`config.mk`:
```
export PLATFORM = sky130hd
export DESIGN_NAME = ifmap_pop_sequencer
export DESIGN_NICKNAME = d
export VERILOG_FILES = /design/src/rtl/ifmap_pop_sequencer.sv
export SDC_FILE = /design/constraint.sdc
export NUM_CORES = 1
export LEC_CHECK = 0
export ABC_AREA = 1
export CORE_ASPECT_RATIO = 0.5
export CORE_MARGIN = 5
export CORE_UTILIZATION = 50
export DETAILED_ROUTE_END_ITERATION = 8
export GPL_ROUTABILITY_DRIVEN = 1
export PLACE_DENSITY = 0.87
export SLEW_MARGIN = 20
export SYNTH_ARGS = -nofsm -noshare
export SYNTH_HDL_FRONTEND = slang
export SYNTH_SLANG_ARGS = --single-unit
```
`constraint.sdc`:
```
create_clock -name clk -period 3.7 [get_ports clk]
set_input_delay 0.37 -clock clk [delete_from_list [all_inputs] [get_ports clk]]
set_output_delay 0.37 -clock clk [all_outputs]
set_load 0.02 [all_outputs]
```
`src/rtl/ifmap_pop_sequencer.sv`:
```
// Sequences one tile of ifmap FIFO pops across the active PE rows, with a
// per-row diagonal skew (pointwise) or lockstep (depthwise), stalling the wavefront on empty FIFOs.
module ifmap_pop_sequencer #(
   parameter int unsigned NUM_ROWS = 32,
   parameter int unsigned LEN_W    = 6,
   parameter int unsigned STEP_W   = 7
) (
   input  logic                clk,
   input  logic                rst_n,
   input  logic                start,
   input  logic                abort,
   input  logic [1:0]          layer_type,
   input  logic [LEN_W-1:0]    row_num,
   input  logic [LEN_W-1:0]    pop_len,
   input  logic [NUM_ROWS-1:0] ifmap_fifo_empty,
   output logic [NUM_ROWS-1:0] ifmap_fifo_pop_en,
   output logic                busy,
   output logic                done
);

   localparam logic [1:0]  POINTWISE = 2'b00;
   localparam logic [1:0]  DEPTHWISE = 2'b01;
   localparam int unsigned MAX_LEN   = 32;

   typedef enum logic [1:0] {IDLE, RUN, DONE} state_t;

   state_t              state, state_d;
   logic [STEP_W-1:0]   t, t_d;
   logic [LEN_W-1:0]    rows_q, rows_d;
   logic [LEN_W-1:0]    len_q, len_d;
   logic                pw_q, pw_d;

   logic [NUM_ROWS-1:0] due;
   logic                stall;
   logic [STEP_W-1:0]   t_last;
   logic                supported;
   logic [LEN_W-1:0]    rows_clamp;
   logic [LEN_W-1:0]    len_clamp;

   assign supported  = (layer_type == POINTWISE) || (layer_type == DEPTHWISE);
   assign rows_clamp = (32'(row_num) > NUM_ROWS) ? LEN_W'(NUM_ROWS) : row_num;
   assign len_clamp  = (32'(pop_len) > MAX_LEN)  ? LEN_W'(MAX_LEN)  : pop_len;

   // Row r is due while t lies in its window [s_r, s_r + pop_len).
   always_comb begin
      logic [STEP_W-1:0] s;
      due = '0;
      s   = '0;
      for (int r = 0; r < int'(NUM_ROWS); r++) begin
         s = pw_q ? STEP_W'(r) : '0;
         if ((STEP_W'(r) < STEP_W'(rows_q)) && (t >= s) && (t < s + STEP_W'(len_q)))
            due[r] = 1'b1;
      end
   end

   assign stall  = |(due & ifmap_fifo_empty);
   assign t_last = pw_q ? (STEP_W'(rows_q) + STEP_W'(len_q) - STEP_W'(2))
                        : (STEP_W'(len_q) - STEP_W'(1));

   // Next-state, step counter, config latch and pop strobes.
   always_comb begin
      state_d           = state;
      t_d               = t;
      rows_d            = rows_q;
      len_d             = len_q;
      pw_d              = pw_q;
      ifmap_fifo_pop_en = '0;
      case (state)
         IDLE: begin
            if (start && !abort) begin
               rows_d  = rows_clamp;
               len_d   = len_clamp;
               pw_d    = (layer_type == POINTWISE);
               t_d     = '0;
               state_d = (supported && (row_num != '0) && (pop_len != '0)) ? RUN : DONE;
            end
         end
         RUN: begin
            if (abort) begin
               state_d = IDLE;
               t_d     = '0;
            end else if (!stall) begin
               ifmap_fifo_pop_en = due;
               if (t == t_last) state_d = DONE;
               else             t_d     = t + STEP_W'(1);
            end
         end
         DONE: begin
            state_d = IDLE;
            if (abort) t_d = '0;
         end
         default: state_d = IDLE;
      endcase
   end

   always_ff @(posedge clk or negedge rst_n) begin
      if (!rst_n) begin
         state  <= IDLE;
         t      <= '0;
         rows_q <= '0;
         len_q  <= '0;
         pw_q   <= 1'b0;
      end else begin
         state  <= state_d;
         t      <= t_d;
         rows_q <= rows_d;
         len_q  <= len_d;
         pw_q   <= pw_d;
      end
   end

   assign busy = (state == RUN);
   assign done = (state == DONE);

endmodule
```
==> metrics.sh, run 1 <==
RESULT_OF_THE_RUN='complete, but fails checks'
FAILED_CHECKS='setup timing'
CP_DATA_REQUIRED_TIME_NS=3.33
FIN_WS_NS=-0.591
FLOORPLAN.ROWS=32
CTS_MADE_BUFFERS=3
POST_SYNTH_MUX_AREA_SHARE=0
HTREE_LEVELS=1
PLACED_AREA_UM2=10200
REPORT.FINAL.SLEW_VIOL_COUNT=0
CRITICAL-PATH-TOP-CELL-BY-COUNT='buf_6'
FINAL_UTIL=0.731
TOTAL_LEAKAGE_POWER_uW=0.00615
DETAIL_ROUTE.DRC_VIOLATIONS=0
ACHIEVABLE-FREQUENCY_MHz=233
FIRST_GLOBAL_VIAS=10236
CP_SLOWEST_CELL='dfrtp_2'
FINALCRITPERIODSHARE=1.16
WORSTHOLDPATHTYPE='reg2reg'
WORSTSETUPSTARTPOINT='pw_q'
DIE_WIDTH_UM=188
FLOW.AREA_GROWTH_FROM_SYNTHESIS_PCT=42.5
NETS=1815
ROUTE.VIAS.TOTAL=10700
PSW_uW=6140
SYNTH-SIMPLE-AREA-SHARE=0.416
ANTENNA-DIODE-COUNT=0
FINAL_COMMON_CELL='nand2_1'
TIMING.FINAL.CRIT_PERIOD_NS=4.29
ANTENNA_FOUND_INITIAL=0
CTS_ROOT_BUFFER='clkbuf_16'
FIN_SETUP_TNS_NS=-17.39
MAXIMUM_CAPACITANCE_VIOLATIONS=0
AVGSYNTHCELLAREA_UM2=5.85
R2R_START='pw_q'
NUMCLOCKSINKS=22
SYNTHCELLS=1360
HOLD_PATH_DEPTH=2
VIAS_PER_CELL=5.90
GLOBALROUTE.TOTALOVERFLOW=0
POWER.SHARE.CLOCK=0.030
CRIT_FANOUT=8
INTERNAL_POWER_uW=3880
TIMING_HOLD_VIOLATIONS_FINAL=0
CAPTURING_INSTANCE_OR_PORT_OF_THE_CRITICAL_PATH='ifmap_fifo_pop_en[17]'
COUNT_OF_STATE_ELEMENTS_AFTER_SYNTHESIS=22
YOSYSSEQAREASHARE=0.0692
FINALWEIGHTEDCONGESTION=1.12
ROUTED_WIRE_LENGTH_PER_INSTANCE_UM=21.0
MAXIMUM_NUMBER_OF_PINS_ON_ONE_NET_BEFORE_GLOBAL_ROUTE_REPAIR=36
CLOCK_INSERTION_DELAY_WORST_SKEW_NS=0.26
SETUP.WORST_PATH.END_CLASS='output pin'
WORSTREGTOREGCELLS=24
SW_SHARE=0.613
POWER.IR.VDD_WORST_mV=0.925
COMPOUND_GATE_PORTION_OF_THE_SYNTHESIZED_AREA=0.0972
LEADING_CELL_TYPES_IN_THE_LAYOUT_FILL_AND_TAPS_EXCLUDED='375 x nand2_1, 165 x buf_4, 142 x ha_1'
IO_PINS=84
WORST-SETUP-PATH-TYPE='reg2out'
SYNTH.LIB_CELLS_USED.DISTINCT=35
YOSYSWARNINGCOUNT=0
WORST_R2R_SETUP_SLACK_NS=0.03
POST_SYNTH_XOR_AREA_FRACTION=0.0804
MAXSLEWHEADROOM=0.349
POST_SYNTH_FA_HA_MAJ_AREA_FRACTION=0.247
ARRIVAL_NS=3.92
GRT_USAGE=0.386
FIN_SKEW_NS=0.00507
LAYOUT.CELL_AREA.NON_FILLER_UM2=11300
WIRE_LENGTH_OF_THE_FIRST_GLOBAL_ROUTING_PASS_UM=57000
DRT_FIRST_PASS_ITERS=8
CRITPATHMAXSTAGEDELAY_NS=0.52
BUFFER_PORTS.INSERTED=83
MAX-CLOCK-PATH-BUFFERS=2
POST_SYNTH_INSTANCE_AREA_UM2=7950
ANT_NETS=0
CRIT_PATH_CELL_TRACE='buf_6 > ha_4 > buf_6 > buf_6 > clkinvlp_4 > buf_8 > buf_6 > xor2_1 > ha_1 > nand2_1 > nor2_1 > nand2_1 > nand4_1 > nand2_1 > nor2_2 > nand2_2 > nor2_4 > nand3_4 > buf_12 > nor2_2 > buf_4'
FP.DIEH_UM=99.2
POWERDENSITY_nW_PER_UM2=885
SEQ_POWER_SHARE=0.050
FIRST_ITER_VIOLATIONS=1422
DOMINANT_COMBINATIONAL_CELL_FAMILY_BY_AREA_AFTER_SYNTHESIS='simple AND/OR/NAND/NOR gates'
DRIVE_ABOVE_1_SHARE=0.237
FINALSETUPVIOLCOUNT=32
DP.FINAL_HPWL_UM=29600
PLACEABLECOREAREA_UM2=15500
CTS_TREE='done'
COMB_POWER_SHARE=0.920
SYNTHESIZED_NET_COUNT=1565
CP-START-KIND='flop'
TIGHTEST_SLEW_NS=0.973
ROUTED_WL_UM=38000
POST_CTS_HOLD_BUFFER_COUNT=0
SETUP_REPAIR_AFTER_GLOBAL_ROUTING_MISSED_ITS_MARGIN='true'
CLKTRANSATPATHREGS_NS=0.06
RR_ENDPOINT='t[4]'
START_UTIL=0.513
DIE-AREA_UM2=18700
==> kinds of logic after synthesis <==
family / after synthesis
and+or+nand+nor: 779
buffers and inverters: 182
adders and majority gates: 155
AOI/OAI and AO/OA: 149
xor gates and xnor gates: 73
DFF: 22
==> routing by layer <==
metal | part of all wire | GRT usage | up-vias
met5 | 0 | 0 | -
met3 | 0.15 | 0.0971 | 115
met4 | 0.029 | 0.0963 | 0
met2 | 0.42 | 0.606 | 762
li1 | - | - | 4951
met1 | 0.40 | 0.536 | 4872
==> worst min-delay path by stage <==
stage	from	end	slack, ns
after floorplan	rst_n	len_q[0]	0.07
after global placement	state[0]	state[0]	0.53
after detailed placement	state[0]	state[0]	0.55
after CTS	state[0]	state[0]	0.56
after global routing	state[0]	state[0]	0.62
final	state[0]	state[0]	0.57
==> synth_stat cells (all sizes together) <==
master,number,area share
nand3b,3,0.0028
clkinv,9,0.0042
a21oi,84,0.053
nand2,403,0.19
xor2,63,0.069
nand3,144,0.091
a311o,1,0.0013
ha,152,0.24
fa,3,0.0076
nor2,192,0.10
dfrtp,22,0.069
nand4,26,0.020
xnor2,10,0.011
and3,1,0.00079
o21bai,2,0.0019
o211ai,1,0.00094
o21ai,55,0.035
nor4,1,0.00079
o22ai,3,0.0024
o31ai,3,0.0028
nor3b,2,0.0019
nor3,7,0.0044
inv,146,0.069
clkbuf,8,0.0038
buf,19,0.014
==> power groups by stage <==
stage,clock (uW),combinational [uW],sequential [uW]
final,304,9220,497
after global routing,315,9910,500
after CTS,300,8390,487
after detailed placement,0,7760,464
after global placement,0,7620,461
after floorplan,0,4800,427
==> sequential cells by signal (all words and copies together) (netlist names) <==
register,cells
state,2
len_q,6
t,7
pw_q,1
rows_q,6
==> final cells by class <==
type,instances,area (um^2)
multi-input combinational,1156,7310
fill,1339,4170
timing repair buffer,272,2520
inverter,155,588
sequential,22,553
tap,204,255
clock buffer,3,75.1
clock inverter,1,30.0
==> stage by stage <==
| stage | std cells | hold slack (ns) | worst slack, ns | total power (uW) |
|---|---|---|---|---|
| 2_1_floorplan | 1360 | 0.0744 | -0.0707 | 5230 |
| 3_3_place_gp | 1782 | 0.530 | -0.826 | 8080 |
| 3_5_place_dp | 1782 | 0.548 | -0.896 | 8230 |
| 4_1_cts | 1800 | 0.563 | -0.245 | 9170 |
| 5_1_grt | 1813 | 0.621 | -0.676 | 10700 |
| 6_report | 1813 | 0.566 | -0.591 | 10000 |
==> repair_timing <==
action | in CTS | in global routing
gates cloned | 1 | 2
gates resized for setup | 323 | 72
pin swaps | 26 | 22
buffers inserted | 15 | 12
setup endpoints to repair | 41 | 41
==> critical path, delay by kind of cell, from the launching register on <==
kind          cells  cell delay (ns)
simple gates     10             1.11
xor+xnor          1             0.15
buf+inv           8             1.27
fa+ha+maj         2             0.60
flops             1             0.52
(Power assumes the default switching activity.)
==> run 2, diff against run 1 <==
--- a/config.mk
+++ b/config.mk
@@ -11,7 +11,7 @@
 export CORE_UTILIZATION = 50
 export DETAILED_ROUTE_END_ITERATION = 8
 export GPL_ROUTABILITY_DRIVEN = 1
-export PLACE_DENSITY = 0.87
+export PLACE_DENSITY = 0.84
 export SLEW_MARGIN = 20
 export SYNTH_ARGS = -nofsm -noshare
 export SYNTH_HDL_FRONTEND = slang
==> constraint.sdc (replaced) <==
create_clock -name clk -period 4.56 [get_ports clk]
set_input_delay 0.456 -clock clk [delete_from_list [all_inputs] [get_ports clk]]
set_output_delay 0.456 -clock clk [all_outputs]
set_load 0.02 [all_outputs]
==> metrics.sh, run 2 (same netlist as run 1, synthesis figures left out) <==
FIN_WS_NS=-0.0505  # was -0.591 ns
FLOORPLAN.ROWS=32  # unchanged
BUFFER_PORTS.INSERTED=83  # unchanged
NETS=1709  # was 1,815
ROUTE.VIAS.TOTAL=10133  # was 10,700
TOTAL_LEAKAGE_POWER_uW=0.00550  # was 0.00615 uW
ROUTED_WIRE_LENGTH_PER_INSTANCE_UM=20.8  # was 21.0 um
CTS_TREE='done'  # unchanged
FLOW.AREA_GROWTH_FROM_SYNTHESIS_PCT=20.9  # was 42.5%
MAXSLEWHEADROOM=0.339  # was 0.349
MAXIMUM_NUMBER_OF_PINS_ON_ONE_NET_BEFORE_GLOBAL_ROUTE_REPAIR=39  # was 36
CTS_MADE_BUFFERS=3  # unchanged
ACHIEVABLE-FREQUENCY_MHz=217
GLOBALROUTE.TOTALOVERFLOW=0  # unchanged
CTS_ROOT_BUFFER='clkbuf_16'  # unchanged
HTREE_LEVELS=1  # unchanged
DETAIL_ROUTE.DRC_VIOLATIONS=0  # unchanged
IO_PINS=84  # unchanged
START_UTIL=0.513  # unchanged
CRIT_FANOUT=16  # was 8
TIGHTEST_SLEW_NS=0.988  # was 0.973 ns
ANTENNA_FOUND_INITIAL=0  # unchanged
FIN_SKEW_NS=0.00178  # was 0.00507 ns
CRITPATHMAXSTAGEDELAY_NS=0.59  # was 0.52 ns
FIRST_GLOBAL_VIAS=9374  # was 10,236
POWERDENSITY_nW_PER_UM2=730  # was 885 nW/um^2
FINALSETUPVIOLCOUNT=12  # was 32
SETUP.WORST_PATH.END_CLASS='output pin'  # unchanged
TIMING.FINAL.CRIT_PERIOD_NS=4.61
FP.DIEH_UM=99.2  # unchanged
ARRIVAL_NS=4.15  # was 3.92 ns
POWER.IR.VDD_WORST_mV=0.700  # was 0.925 mV
TIMING_HOLD_VIOLATIONS_FINAL=0  # unchanged
WORST-SETUP-PATH-TYPE='reg2out'  # unchanged
MAX-CLOCK-PATH-BUFFERS=2  # unchanged
FINALCRITPERIODSHARE=1.01
DIE-AREA_UM2=18700  # unchanged
REG.LARGEST.LIST='t x7, len_q x6, rows_q x6'  # unchanged
LEADING_CELL_TYPES_IN_THE_LAYOUT_FILL_AND_TAPS_EXCLUDED='397 x nand2_1, 164 x nor2_1, 147 x ha_1'  # was 375 x nand2_1, 165 x buf_4, 142 x ha_1
GRT_USAGE=0.367  # was 0.386
CLKTRANSATPATHREGS_NS=0.06  # about the same
CP_DATA_REQUIRED_TIME_NS=4.10  # was 3.33 ns
FINALWEIGHTEDCONGESTION=1.07  # was 1.12
FINAL_COMMON_CELL='nand2_1'  # unchanged
SEQCELLAREA_UM2=553  # unchanged
SETUP_REPAIR_AFTER_GLOBAL_ROUTING_MISSED_ITS_MARGIN='true'  # unchanged
CRIT_PATH_CELL_TRACE='ha_2 > nand2_1 > buf_4 > inv_1 > a21oi_2 > inv_1 > buf_4 > a21oi_1 > ha_1 > a21oi_2 > nand3_1 > nor2_1 > nand4_1 > nand2_1 > nor2_1 > nand2_1 > nor2_2 > nand3_2 > buf_4 > nor2_1 > dlygate4sd2_1'  # was buf_6 > ha_4 > buf_6 > buf_6 > clkinvlp_4 > buf_8 > buf_6 > xor2_1 > ha_1 > nand2_1 > nor2_1 > nand2_1 > nand4_1 > nand2_1 > nor2_2 > nand2_2 > nor2_4 > nand3_4 > buf_12 > nor2_2 > buf_4
WIRE_LENGTH_OF_THE_FIRST_GLOBAL_ROUTING_PASS_UM=53600  # was 57,000 um
DIE_WIDTH_UM=188  # unchanged
FAILED_CHECKS='setup timing'  # unchanged
DRIVE_ABOVE_1_SHARE=0.107  # was 0.237
VIAS_PER_CELL=5.94  # was 5.90
WORSTHOLDPATHTYPE='reg2reg'  # unchanged
PLACEABLECOREAREA_UM2=15500  # unchanged
REPORT.FINAL.SLEW_VIOL_COUNT=0  # unchanged
CP_SLOWEST_CELL='dfrtp_2'  # unchanged
LARGEST_REGISTER_FFS=7  # unchanged
CP-START-KIND='flop'  # unchanged
ANTENNA-DIODE-COUNT=0  # unchanged
RESULT_OF_THE_RUN='complete, but fails checks'  # unchanged
MAXIMUM_CAPACITANCE_VIOLATIONS=0  # unchanged
MULTI_INPUT_AREA_UM2=6760  # was 7310 um^2
GRT-BUSIEST-LAYER='met2'  # unchanged
ROUTED_WL_UM=35600  # was 38,000 um
FIRST_ITER_VIOLATIONS=1496  # was 1,422
FIN_WORST_HOLD_SLACK_NS=0.556  # was 0.566 ns
FIN_SETUP_TNS_NS=-0.355  # was -17.39 ns
MAX_FLOP_REGISTER='t'  # unchanged
ANT_NETS=0  # unchanged
CLOCK_INSERTION_DELAY_WORST_SKEW_NS=0.26  # about the same
GLOBAL_ROUTE.USAGE.MET2=0.539  # was 0.606
NUMCLOCKSINKS=22  # unchanged
MET1_USAGE=0.528  # was 0.536
DRT_FIRST_PASS_ITERS=6  # was 8
GR-USAGE-MET3=0.107  # was 0.0971
FILLERINSTANCES=1532  # was 1,339
DP.FINAL_HPWL_UM=29200  # was 29,600 um
-- run 2: changes by cell type in the layout (fill, tap and decap cells not counted), moves of 12 or more --
cell           before  now
buf_4             165   81
buf_6              41    0
nor2_4             33    2
nor2_1            135  164
o21ai_0            25   51
nand2_1           375  397
clkbuf_2            0   20
nand2_2            22    4
o21ai_1            19    4
a21oi_1            68   80
dlygate4sd2_1       0   12
-- run 2: power breakdown --
group          switching [uW]  leakage, uW  internal [uW]
registers                 171     0.000285            264
logic                    4210      0.00516           2130
clock network            70.1    0.0000511            174
-- run 2: critical path: cells and delay by family (launching register included) --
family | cells | cell delay, ns
buffers and inverters | 6 | 1.06
AOI/OAI and AO/OA | 3 | 0.63
and+or+nand+nor | 10 | 0.89
adders and majority gates | 2 | 0.71
DFF | 1 | 0.59
-- run 2: worst paths after layout --
path / start / to / slack [ns] / depth (start not counted)
max: pw_q / ifmap_fifo_pop_en[14] / -0.05 / 21
min: state[0] / state[0] / 0.56 / 2
max reg2reg: pw_q / t[6] / 0.75 / 22
min reg2reg: state[0] / state[0] / 0.56 / 2
max in group asynchronous: rst_n / len_q[2] / 3.15 / 1
min in group asynchronous: rst_n / t[0] / 0.74 / 1
-- run 2: cell type report --
class	instances	share of cell area
Clock inverter	1	0.00312
Tap cell	204	0.0265
Multi-Input combinational cell	1156	0.703
Inverter	155	0.0605
Clock buffer	3	0.00781
Timing Repair Buffer	166	0.142
Sequential cell	22	0.0575
-- run 2: repair_timing --
item                       in CTS  in global routing
setup endpoints to repair      32                 32
buffers inserted                0                  0
hold buffers                    0                  0
pin swaps                       0                  0
resized for setup              38                 55
-- run 2: metrics by stage --
step	worst slack, ns	power (uW)	utilization	instances	instance area, um^2
6_report	-0.0505	7020	0.620	1707	9610
5_1_grt	-0.110	7570	0.620	1707	9610
4_1_cts	0.107	6690	0.622	1707	9630
3_5_place_dp	0.00544	6400	0.616	1703	9550
3_3_place_gp	-0.0368	6300	0.616	1703	9550
2_1_floorplan	0.703	4240	-	1360	7950
-- run 2: metal layers --
metal | part of all wire | up-vias | wire length [um]
met5 | 0 | - | 0
met4 | 0.025 | 0 | 890
met3 | 0.15 | 94 | 5240
met2 | 0.40 | 640 | 14100
met1 | 0.43 | 4660 | 15400
li1 | - | 4739 | -
